`config.mk`:
```
export PLATFORM = sky130hd
export DESIGN_NAME = rst_seq_ctrl
export DESIGN_NICKNAME = d
export VERILOG_FILES = /design/src/rtl/rst_seq_ctrl.sv
export SDC_FILE = /design/constraint.sdc
export NUM_CORES = 1
export LEC_CHECK = 0
export BUFFER_PORTS_ARGS = -buffer_cell sky130_fd_sc_hd__clkbuf_2
export CORE_MARGIN = 8
export CORE_UTILIZATION = 50
export CTS_CLUSTER_DIAMETER = 40
export CTS_CLUSTER_SIZE = 12
export DETAILED_ROUTE_END_ITERATION = 6
export GPL_ROUTABILITY_DRIVEN = 0
export PLACE_DENSITY = 0.69
export SLEW_MARGIN = 0
export SYNTH_ARGS = -nofsm -noshare
export SYNTH_HDL_FRONTEND = slang
export SYNTH_SLANG_ARGS = --single-unit
```
`constraint.sdc`:
```
create_clock -name clk_sys -period 1.9 [get_ports clk_sys]
set_input_delay 0.285 -clock clk_sys [delete_from_list [all_inputs] [get_ports clk_sys]]
set_output_delay 0.285 -clock clk_sys [all_outputs]
set_load 0.01 [all_outputs]
```
`src/rtl/rst_seq_ctrl.sv`:
```
// Reset sequencer: synchronises and debounces the reset button, then releases NUM_CH
// reset channels in staggered order. Optional watchdog is enabled by defining RST_SEQ_WDOG_EN.
module rst_seq_ctrl #(
  parameter int unsigned SYNC_STAGES  = 2,
  parameter int unsigned DEBOUNCE_CYC = 16,
  parameter int unsigned HOLD_CYC     = 8,
  parameter int unsigned NUM_CH       = 4,
  parameter int unsigned STAGE_GAP    = 4
`ifdef RST_SEQ_WDOG_EN
  , parameter int unsigned WDOG_CYC   = 1048576
`endif
) (
  input  logic              clk_sys,
  input  logic              rst,
  input  logic              rst_btn_n,
  input  logic              sw_rst_req,
`ifdef RST_SEQ_WDOG_EN
  input  logic              wdog_kick,
`endif
  output logic [NUM_CH-1:0] rst_out,
  output logic              rst_done,
  output logic [1:0]        rst_cause
);

  localparam logic [1:0] ST_ASSERT  = 2'd0;
  localparam logic [1:0] ST_HOLD    = 2'd1;
  localparam logic [1:0] ST_RELEASE = 2'd2;
  localparam logic [1:0] ST_RUN     = 2'd3;

  localparam int unsigned DW = $clog2(DEBOUNCE_CYC + 1);
  localparam int unsigned HW = $clog2(HOLD_CYC + 1);
  localparam int unsigned GW = $clog2(STAGE_GAP + 1);
  localparam int unsigned IW = (NUM_CH > 1) ? $clog2(NUM_CH) : 1;

  localparam logic [DW-1:0] DEB_MAX   = DW'(DEBOUNCE_CYC);
  localparam logic [HW-1:0] HOLD_LAST = HW'(HOLD_CYC - 1);
  localparam logic [GW-1:0] GAP_LAST  = GW'(STAGE_GAP - 1);
  localparam logic [IW-1:0] LAST_CH   = IW'(NUM_CH - 1);

  logic [1:0]             state;
  logic [SYNC_STAGES-1:0] sync_q;
  logic                   btn_sync;
  logic [DW-1:0]          deb_cnt;
  logic                   btn_req;
  logic [HW-1:0]          hold_cnt;
  logic [GW-1:0]          gap_cnt;
  logic [IW-1:0]          idx;
  logic [IW-1:0]          idx_inc;
  logic                   wdog_to;
  logic                   req;
  logic [1:0]             cause_nxt;

  // Button synchroniser: shifts towards the MSB, which is the synced level
  always_ff @(posedge clk_sys) begin
    if (rst) begin
      sync_q <= '1;
    end else begin
      sync_q <= {sync_q[SYNC_STAGES-2:0], rst_btn_n};
    end
  end

  assign btn_sync = sync_q[SYNC_STAGES-1];

  always_ff @(posedge clk_sys) begin
    if (rst) begin
      deb_cnt <= '0;
    end else if (btn_sync) begin
      deb_cnt <= '0;
    end else if (deb_cnt != DEB_MAX) begin
      deb_cnt <= deb_cnt + 1'b1;
    end
  end

  assign btn_req = (deb_cnt == DEB_MAX) && !btn_sync;

`ifdef RST_SEQ_WDOG_EN
  localparam int unsigned WW = $clog2(WDOG_CYC + 1);
  localparam logic [WW-1:0] WDOG_LAST = WW'(WDOG_CYC - 1);

  logic [WW-1:0] wdog_cnt;

  // A kick in the timeout cycle suppresses the timeout
  assign wdog_to = (state == ST_RUN) && (wdog_cnt == WDOG_LAST) && !wdog_kick;

  always_ff @(posedge clk_sys) begin
    if (rst) begin
      wdog_cnt <= '0;
    end else if ((state != ST_RUN) || wdog_kick || req) begin
      wdog_cnt <= '0;
    end else begin
      wdog_cnt <= wdog_cnt + 1'b1;
    end
  end
`else
  assign wdog_to = 1'b0;
`endif

  assign req = btn_req | sw_rst_req | wdog_to;

  always_comb begin
    cause_nxt = 2'b10;
    if (wdog_to) begin
      cause_nxt = 2'b11;
    end else if (btn_req) begin
      cause_nxt = 2'b01;
    end
  end

  assign idx_inc = idx + 1'b1;

  // Channel k is cleared on the edge that ends its wait, so the last HOLD cycle
  // also clears channel 0 instead of spending an extra cycle in RELEASE.
  always_ff @(posedge clk_sys) begin
    if (rst) begin
      state     <= ST_ASSERT;
      rst_out   <= '1;
      rst_done  <= 1'b0;
      rst_cause <= 2'b00;
      hold_cnt  <= '0;
      gap_cnt   <= '0;
      idx       <= '0;
    end else if (req && (state != ST_ASSERT)) begin
      state     <= ST_ASSERT;
      rst_out   <= '1;
      rst_done  <= 1'b0;
      rst_cause <= cause_nxt;
      hold_cnt  <= '0;
      gap_cnt   <= '0;
      idx       <= '0;
    end else begin
      case (state)
        ST_ASSERT: begin
          if (!btn_req) begin
            state    <= ST_HOLD;
            hold_cnt <= '0;
          end
        end
        ST_HOLD: begin
          if (hold_cnt == HOLD_LAST) begin
            rst_out[0] <= 1'b0;
            idx        <= '0;
            gap_cnt    <= '0;
            if (NUM_CH == 1) begin
              state    <= ST_RUN;
              rst_done <= 1'b1;
            end else begin
              state    <= ST_RELEASE;
            end
          end else begin
            hold_cnt <= hold_cnt + 1'b1;
          end
        end
        ST_RELEASE: begin
          if (gap_cnt == GAP_LAST) begin
            gap_cnt          <= '0;
            idx              <= idx_inc;
            rst_out[idx_inc] <= 1'b0;
            if (idx_inc == LAST_CH) begin
              state    <= ST_RUN;
              rst_done <= 1'b1;
            end
          end else begin
            gap_cnt <= gap_cnt + 1'b1;
          end
        end
        default: begin
          state <= ST_RUN;
        end
      endcase
    end
  end

endmodule

```
==> results by group <==
Global route
  – Vias in the first global route: 967
  – Global-route wire length before repair: 4260 µm
  – Gr usage total: 0.125
  – Largest net degree at the start of global routing: 17
  – Initial antenna violation count: 0
  – GR Overflow Total: 0

Worst setup path
  – Setup crit start kind: flip-flop
  – Critical R2R Capture: gap_cnt[2]
  – CP arrival: 2000 ps
  – CP max FO: 16
  – CP endpoint kind: flip-flop
  – R2r startpoint: deb_cnt[0]
  – R2R depth: 6
  – Worst reg-to-reg setup slack: 140 ps
  – CP required: roughly 2100 ps
  – Critical setup path kind: reg2reg

Logic synthesis
  – Main synth FF type: dfxtp_1
  – Synth Instances: 130
  – Async SR Flop Fraction: 0
  – Post-synthesis sequential area ratio: 0.410
  – Mean Syn Cell Area: ~9.4 µm²
  – Synthesized area: between 1000 and 1500 µm²
  – Mapped Nets: between 100 and 150
  – Post-synth EDFFs: 0
  – Synth warn: 0
  – Register bit count reported by yosys: 25
  – Post-synthesis cell type count: 40

Cells and area
  – Layout cell share with drive strength beyond 1: 0.179
  – Nets: 153
  – Sequential Area: between 500 and 600 µm²
  – Area grow syn2layout: 9.13%
  – Number of diodes: 0
  – Fill cells: between 200 and 250
  – Multi-input logic area: 657 µm²
  – Fin cells: 170

STA
  – Worst Skew: 7.50 ps
  – RSZ-0062 raised after global routing: no
  – Hold Violations, Final: 0
  – Tcrit/Tclk final: 0.927
  – Crit path time final: 1760 ps
  – Worst-Margin Slew: 523 ps
  – Slew margin rel.: 0.651
  – Setup Viol. Count Final: 0
  – Post-Route Setup TNS: 0 ps
  – Max-slew violation count: 0
  – Max Fclk: approximately 570 MHz

Routing
  – Wire length per cell: 14.5 µm
  – Iter 0 DRT Violations: 68
  – Total routed wirelength: 2460 µm
  – Residual DRC count: 0
  – DRT Pass-1 Iters: 4
  – Final ANT Viol Nets: 0
  – Vias: 960
  – Vias/cell: between 5 and 6

Run
  – Max cap viols: 0

Floorplan
  – Starting Density: 0.511
  – Die X: 65.4 µm
  – Die ar.: 4280 µm²
  – Chip height: 65.4 µm
  – Io pins: 11
  – Cell row count: 18
  – Core Footprint: 2390 µm²

Worst hold path
  – Worst Hold Class: in2reg
  – WHS Path Cells: 2
  – HP Start: rst_btn_n
  – Hold EP: sync_q[0]

Clocking
  – # hold bufs at CTS: 0
  – Post-CTS setup buffers: 0
  – Num CTS Buffers: 3
  – Clk buf depth: 2
  – CTS clk-pin slew, worst paths: 150 ps
  – Htree depth: 1
  – Clock sinks: 25
  – Clock root buffer master: clkbuf_4
  – CTS tree: yes
  – Post-CTS sizing: 0
  – Insertion delay to the later sink of the worst-skew pair: between 300 and 400 ps

Placed design
  – Placed Instances: around 170
  – # port buffers: 10
  – HPWL Detailed: 1770 µm

Power
  – Pwr per Cell Area: ~630 nW/µm²
  – Lkg Pwr: 0.481 nW
  – VDD IR max: roughly 0.00057 V

Outcome
  – Outcome: finished, final reports clean
-- synth_stat cells (2+ instances only) --
library cell,number,area (µm²)
nor2b_1,3,18.8
o21a_1,2,15.0
nand2_1,4,15.0
clkbuf_1,3,11.3
a21o_1,4,30.0
nand3b_1,4,30.0
nand2b_1,2,12.5
buf_2,3,15.0
nor3_1,4,20.0
inv_1,7,26.3
xor2_1,2,17.5
a22oi_1,3,22.5
a31oi_1,3,18.8
a211oi_2,2,25.0
nor3b_1,2,15.0
o21ai_0,2,10.0
nor2_1,7,26.3
xnor2_1,2,17.5
nand3_1,7,35.0
ha_1,8,100
or2_2,2,12.5
o211ai_1,5,37.5
a21oi_1,7,35.0
a211oi_1,2,15.0
dfxtp_1,25,500
-- through the flow --
step | hold WS (ps) | setup WS [ps] | area, µm² | util | power (mW)
floorplan | 389 | 341 | 1220 | - | 0.589
CTS | 112 | 60.9 | 1330 | 0.557 | 0.853
global route | 120 | 27.5 | 1330 | 0.558 | 0.881
detailed placement | 410 | 78.8 | 1300 | 0.545 | 0.601
finish | 123 | 139 | 1330 | 0.558 | 0.842
global placement | 402 | 144 | 1300 | 0.545 | 0.599
-- placed cells by master (no fill, tap or decap), types with 4 or more instances in the layout --
master,instances
nand3b_1,4
dfxtp_1,25
buf_4,4
nor3_1,4
clkbuf_2,10
inv_1,7
nand3_1,7
o211ai_1,5
a21o_1,4
ha_1,8
a21oi_1,7
nand2_1,4
nor2_1,7
-- state kept, by name (all words and copies together), names as in the netlist --
register   flops
gap_cnt        3
hold_cnt       4
sync_q         2
deb_cnt        5
rst_out        4
state          2
rst_cause      2
rst_done       1
idx            2
-- critical path, cell delays in order (launching register included) --
cell and delay, ps:
dfxtp_1 380, inv_1 80, ha_1 180, nor4bb_1 120, buf_4 180, a211o_2 440
a2111oi_2 300
-- worst max-delay path by stage --
stage / from / endpoint / cells past startpoint
CTS: deb_cnt[0] / gap_cnt[2] / 6
floorplan: deb_cnt[0] / hold_cnt[2] / 7
detailed placement: deb_cnt[0] / gap_cnt[2] / 6
finish: deb_cnt[0] / gap_cnt[2] / 6
global placement: deb_cnt[0] / gap_cnt[2] / 6
global route: deb_cnt[1] / gap_cnt[2] / 6
-- cell type report --
cell class	instances	area share
Inverter	7	0.0197
Clock buffer	3	0.0169
Multi-Input combinational cell	90	0.493
Tap cell	30	0.0282
Sequential cell	25	0.376
Clock inverter	1	0.00564
Timing Repair Buffer	14	0.0602
-- power breakdown --
part	switching, mW	total, mW	internal, mW
Sequential	0.00591	0.538	0.532
Combinational	0.0324	0.0528	0.0204
Clock	0.170	0.251	0.0806
-- cells by family (layout without fill, tap and decap cells) --
| kind of cell | after synthesis | after routing | share of synthesized area |
|---|---|---|---|
| simple gates | 42 | 42 | 0.205 |
| compound gates | 35 | 35 | 0.213 |
| mux | 1 | 1 | 0.00821 |
| fa+ha+maj | 8 | 8 | 0.0821 |
| flops | 25 | 25 | 0.410 |
| buf+inv | 15 | 25 | 0.0523 |
| xor+xnor | 4 | 4 | 0.0287 |
-- routing by layer --
layer,share of wire,GRT usage,vias up
li1,-,-,488
met1,0.48,0.146,455
met2,0.47,0.208,12
met3,0.035,0.0306,5
met4,0.019,0.0654,0
met5,0,0,-
(Power assumes the default switching activity.)
